File: config.mk
export PLATFORM = sky130hd
export DESIGN_NAME = s_u_restoring_div8
export DESIGN_NICKNAME = d
export VERILOG_FILES = /design/src/rtl/s_u_restoring_div8.sv
export SDC_FILE = /design/constraint.sdc
export NUM_CORES = 1
export LEC_CHECK = 0
export ABC_AREA = 1
export ABC_CLOCK_PERIOD_IN_PS = 1500
export CAP_MARGIN = 20
export CORE_MARGIN = 8
export CORE_UTILIZATION = 35
export DETAILED_ROUTE_END_ITERATION = 7
export PLACE_DENSITY = 0.67
export SLEW_MARGIN = 30
export SYNTH_ARGS = -nofsm -noshare
export SYNTH_HDL_FRONTEND = slang
export SYNTH_SLANG_ARGS = --single-unit
File: constraint.sdc
create_clock -name clk -period 1.5 [get_ports clk]
set_input_delay 0.375 -clock clk [delete_from_list [all_inputs] [get_ports clk]]
set_output_delay 0.375 -clock clk [all_outputs]
set_load 0.1 [all_outputs]
File: src/rtl/s_u_restoring_div8.sv
// s_u_restoring_div8: sequential unsigned restoring divider, one quotient bit per clock
// Ports:
//   clk, rst                  rising-edge clock, synchronous active-high reset
//   in_valid, in_ready, a, b  operand handshake; a is the 2N-bit dividend, b is the N-bit divisor
//   out_valid, out_ready      result handshake
//   quotient, remainder       floor(a/b) and a mod b, registered
//   div_by_zero               set with out_valid when the captured b was 0
module s_u_restoring_div8 #(
    parameter int N = 4
) (
    input  logic           clk,
    input  logic           rst,
    input  logic           in_valid,
    output logic           in_ready,
    input  logic [2*N-1:0] a,
    input  logic [N-1:0]   b,
    output logic           out_valid,
    input  logic           out_ready,
    output logic [2*N-1:0] quotient,
    output logic [N-1:0]   remainder,
    output logic           div_by_zero
);
    localparam int CW = $clog2(2 * N);
    typedef enum logic [1:0] {IDLE, RUN, DONE} state_t;
    state_t state, state_nx;
    logic [2*N-1:0] dvd;
    logic [N-1:0]   dvs;
    logic [CW-1:0]  cnt;
    logic [N:0]     r_sh;
    logic           ge;
    logic [N-1:0]   r_nx;
    // The partial remainder lives in the remainder register itself; the
    // N-bit subtraction is exact because the difference always fits in N bits.
    assign r_sh      = {remainder, dvd[2*N-1]};
    assign ge        = r_sh >= {1'b0, dvs};
    assign r_nx      = ge ? r_sh[N-1:0] - dvs : r_sh[N-1:0];
    assign in_ready  = state == IDLE;
    assign out_valid = state == DONE;
    always_ff @(posedge clk) begin
        if (rst) state <= IDLE;
        else     state <= state_nx;
    end
    always_comb begin
        state_nx = state;
        state_nx = state == IDLE ? (in_valid ? (b == '0 ? DONE : RUN) : IDLE) :
                   state == RUN  ? (cnt == CW'(2 * N - 1) ? DONE : RUN) :
                                   (out_ready ? IDLE : DONE);
    end
    always_ff @(posedge clk) begin
        if (rst) begin
            dvd         <= '0;
            dvs         <= '0;
            cnt         <= '0;
            quotient    <= '0;
            remainder   <= '0;
            div_by_zero <= 1'b0;
        end else if (state == IDLE && in_valid) begin
            quotient    <= b == '0 ? '1 : '0;
            remainder   <= '0;
            div_by_zero <= b == '0;
            dvd         <= a;
            dvs         <= b;
            cnt         <= '0;
        end else if (state == RUN) begin
            dvd       <= {dvd[2*N-2:0], 1'b0};
            remainder <= r_nx;
            quotient  <= {quotient[2*N-2:0], ge};
            cnt       <= cnt + 1'b1;
        end else if (state == DONE && out_ready) begin
            div_by_zero <= 1'b0;
        end
    end
endmodule

After elaboration in Yosys (flattened, before gate mapping)
Index checks and enable logic that the tools add are counted.
{ "totals": {"regBits": 30, "output_inout_bits": 15, "in_bits": 16, "word_cells": 37} }
{ "classes": {"n_mux": 15, "n_reduce_logical": 8, "n_lt_le_gt_ge": 1, "addsub": 2, "n_eq_ne": 4} }
{ "op_table": {"columns": ["cell", "n"], "rows": [
  ["two-way mux 8 bit", 5],
  ["two-way mux 2 bit", 6],
  ["greater-or-equal comparator 5 x 4 -> 1 bit", 1],
  ["zero test 4 bit", 1],
  ["two-way mux 4 bit", 1],
  ["nonzero test 2 bit", 2],
  ["subtractor 4 bit", 1],
  ["adder 3 x 1 -> 3 bit, second input constant", 1],
  ["== test 3 bit, second input constant", 1],
  ["two-way mux 1 bit", 3],
  ["== test 2 x 1 -> 1 bit, second input constant", 1],
  ["== test 2 bit, second input constant", 1],
  ["logical AND 1 bit", 2],
  ["zero test 2 bit", 1],
  ["!= test 2 x 1 -> 1 bit, second input constant", 1],
  ["AND reduction 2 bit", 1],
  ["OR reduction 2 bit", 1]
]} }

Logic depth before layout (Yosys ltp)
{ "logic_depth": {"depth_word": 5, "depth_mapped": 11, "depth_no_buf": 11} }

Worst setup path after synthesis
No wires, ideal clock.
{ "synth_timing": {"path_type": "register to register", "from": "register remainder[1]", "to": "register remainder[0]", "stages_incl_launch_ff": 9, "setup_time_ns": 0.109, "path_buffers": 0, "synth_period_minus_slack_ns": 2.095, "t_required_ns": 1.391, "path_slack_ns": -0.595, "t_arrival_ns": 1.986, "path_cell_list": "dfxtp_1 ha_1 nand2_1 o21a_1 nand2_1 nand2_1 nand3_1 nand2_1 inv_1"} }
{ "synth_between": {"elab_chain_len": 2} }
{ "synth_rtl": {"columns": ["item", "line_no", "text"], "rows": [
  ["from (decl)", "20", "output logic [N-1:0] remainder,"],
  ["from (signal assigned)", "66", "remainder <= r_nx;"],
  ["greater-or-equal comparator 5 x 4 -> 1 bit", "35", "assign ge = r_sh >= {1'b0, dvs};"],
  ["two-way mux 4 bit", "36", "assign r_nx = ge ? r_sh[N-1:0] - dvs : r_sh[N-1:0];"]
]} }
No other way between the ends.
A chain may end at the register's enable or synchronous reset.

Final worst setup path
{ "layout_timing": {"from": "register dvd[7]", "to": "register remainder[1]"} }
{ "layout_between": {"elab_chain_len": 2, "elab_cells_between_ends": 3, "classes_between": "1 x add/sub; 1 x order compare; 1 x mux"} }
{ "layout_rtl": {"columns": ["item", "line_no", "text"], "rows": [
  ["from (decl)", "26", "logic [2*N-1:0] dvd;"],
  ["from (signal assigned)", "65", "dvd <= {dvd[2*N-2:0], 1'b0};"],
  ["subtractor 4 bit / greater-or-equal comparator 5 x 4 -> 1 bit (equally long branches)", "36, 35", null],
  ["two-way mux 4 bit (*)", "36", null]
]} }
Mark *: on every way between the ends. The rest lies on a longest branch, timed or not.

==> metrics.md <==
| Metric | Value |
|---|---|
| Status | complete, no violations |
| Routability congestion estimate | 0.786 |
| Worst min path class | flop to flop |
| Worst setup startpoint | dvd[7] |
| First-pass GRT wire length | 5790 um |
| WL met3 | 195 um |
| Peak supply drop | 0.582 mV |
| Critical Path Sink | remainder[1] |
| Crit path buffers/inverters | 3 |
| #FFs+latches synth | 30 |
| Fmax | 0.698 GHz |
| HP Start | dvd[0] |
| Vias | 1355 |
| Initial antenna violation count | 0 |
| Post-synthesis mux area share | 0% |
| Slew @ Worst Pin | 300 ps |
| Placement Setup Slack | -69.8 ps |
| CP Class | flop to flop |
| Routed wl met2 | 1650 um |
| Count of final setup violators | 0 |
| Clock Latency Late Sink | 280 ps |
| Clock Skew | 4.53 ps |
| Crit path required time | 1680 ps |
| Post-DP HPWL | 2530 um |
| Top sig layer | met4 |
| Netlist Area Pre-Place | 0.00143 sq mm |
| Setup ws final | 66.9 ps |
| Total Wirelength | 3330 um |
| CP Data Arrival Time | 1610 ps |
| Minimum clock period after layout | 1430 ps |
| Leading area contributor after synthesis | dfxtp_1 |
| Clock Pin Slew Worst Setup and Hold Paths | 60 ps |
| R2R depth | 8 |
| Synthesized-area fraction occupied by adder cells | 6.63% |
| Length of the first detailed-routing pass in iterations | 4 |
| CTS max path bufs | 2 |
| Synth Net Count | 215 |
| Crit end category | flop |
| Share of the synthesized area in the top cell type | 41.9% |
| Power Density | 1000 mW/mm^2 |
| Final-report max-slew violation count | 0 |
| Yosys warns | 0 |
| Static leakage | 0.000921 uW |
| Critical Path Stages | 8 |
| PortBufs | 30 |
| Routed vias/inst | 4.74 |
| Die Span Y | 80.0 um |
| Cell chain of the critical path | inv_1 -> ha_2 -> fa_2 -> inv_1 -> nand2_1 -> nand3_1 -> nand2_1 -> inv_1 |
| CTS Hold Bufs | 0 |
| CTS tree | built |
| R2r endpoint | remainder[1] |
| Clk sinks | 30 |
| Root buffer cell | clkbuf_8 |
| Relative slew slack | 80.0% |
| Routed len/inst | 11.6 um |
| Routed Antenna Nets | 0 |
| Die ar. | 0.00640 sq mm |
| Main combinational cell family by area after synthesis | simple AND/OR/NAND/NOR gates |
| Core Area | 0.00397 sq mm |
| XOR/XNOR Fraction of Synth Area | 1.22% |
| GRT Total Usage | 11.6% |
| Reg-to-Reg Start | dvd[7] |
| Row Count | 23 |
| Ranking of synthesized cells by area | dfxtp_1 (42%), nand2_1 (14%), a21oi_1 (10%), ha_1 (5.2%), inv_1 (3.9%) |
| Filler cell count | 375 |
| Setup slack, reg-to-reg | 70 ps |
| CP max-delay cell | fa_2 |
| Post-synthesis simple-gate area fraction | 25.7% |
| Global route overflow | 0 |
| CTS buffer count | 5 |
| Pin count of the biggest net entering global routing | 27 |
| Sequential share of the synthesized area | 41.9% |
| H-tree Lvls | 2 |
| Synth Area in Compound Gates | 16.1% |
| Period Utilization, post-route | 95.5% |
| RSZ-0062 raised after global routing | false |
| ANT cells | 0 |
| Max-Cap Viols | 0 |
| WHS | 460 ps |
| Worst path max stage delay | 520 ps |
| Initial core utilization | 36.1% |
| Avg Synthesized Cell Area | 7.47 sq um |
| I/O pins | 31 |
| Yosys cell types | 23 |
| CP startpoint kind | flop |
| Share of cells above drive strength 1 | 30.1% |
| Die X | 80.0 um |
| Crit path top cell by count | inv_1 |
| Met1 WL | 1450 um |
| Area grow syn2layout | 54.2% |
| Crit path max fanout | 3 |
| Delay-heaviest family, CP | adder cells |
| Iteration-0 DRC Markers | 59 |
| Cells after Synth | 192 |
| Final #Nets | 258 |
| Post-route DRC violation count | 0 |
| Final core utilization | 55.7% |
| Final Hold Vio Count | 0 |
| Vias in the first global route | 1276 |
[cell families after synthesis]
group | Yosys count
buf+inv | 26
simple gates | 83
xor+xnor | 2
flops | 30
fa+ha+maj | 7
compound gates | 44
[worst min-delay path by stage]
stage | end | slack (ps) | cells after the start
finish | dvd[0] | 460 | 2
global placement | dvd[0] | 450 | 2
CTS | dvd[0] | 470 | 2
floorplan | dvs[3] | 430 | 2
detailed placement | dvd[0] | 460 | 2
global route | dvd[0] | 480 | 2
[worst register-to-register path, cell delays in order (launching register included)]
cell and delay (ps):
dfxtp_2 320, inv_1 40, ha_2 200, fa_2 520, inv_1 40, nand2_1 50, nand3_1 70, nand2_1 70
inv_1 30
[layout make-up]
type	instances	area, sq um	area share [%]
Sequential cell	30	619	28.0
Timing Repair Buffer	43	573	25.9
Tap cell	50	62.6	2.83
Clock inverter	1	5.00	0.226
Clock buffer	7	86.3	3.90
Multi-Input combinational cell	136	791	35.8
Inverter	19	73.8	3.34
[metal layers]
metal	GRT usage [%]	up-vias
met3	5.41	4
li1	-	708
met1	13.2	609
met5	0	-
met2	18.8	34
met4	3.27	0
[stage by stage]
stage	std cells	total power, uW	area, sq um	setup TNS (ps)
floorplan	192	1310	1480	-216
global placement	277	1530	2060	-420
detailed placement	277	1540	2060	-506
CTS	285	2200	2150	0
global route	286	2360	2210	0
finish	286	2210	2210	0
[layout by cell type (no fill, tap or decap)]
cell type,count
a21oi_1,27
a21oi_2,2
a31oi_1,7
buf_12,17
buf_4,11
clkbuf_1,1
clkbuf_8,6
clkdlybuf4s50_1,15
clkinv_2,1
dfxtp_1,21
dfxtp_2,6
dfxtp_4,3
fa_2,1
ha_1,2
ha_2,1
ha_4,3
inv_1,12
inv_2,6
inv_4,1
nand2_1,50
nand2_2,6
nand3_1,7
nand3_2,1
nand3b_1,1
nor2_1,13
nor2_4,2
nor2_8,2
o21a_2,1
o21ai_0,7
or2_2,1
xor2_1,2
[flip-flops by register name, summed over array words and instances (netlist names)]
register / flops
remainder: 4
cnt: 3
dvd: 8
state: 2
dvs: 4
quotient: 8
div_by_zero: 1
[power by group]
group	switching [uW]	internal, uW	leakage, uW	total [uW]
registers	38.5	845	0.000250	884
clock network	284	369	0.0000482	653
logic	390	287	0.000623	677
[Yosys cell counts, drive strengths merged]
cell type  count
ha             6
nand3          8
inv           19
o21ai          7
buf            5
or2            1
dfxtp         30
nand2         56
nor2          17
xor2           2
nand3b         1
o21a           1
a31oi          7
fa             1
clkbuf         2
a21oi         29
[repair_timing]
action | 4_1_cts | 5_1_grt
setup endpoints to repair | 0 | 4
gates resized for setup | 0 | 15
hold endpoints to repair | 0 | 0
buffers inserted | 0 | 1
(Power assumes the default switching activity.)
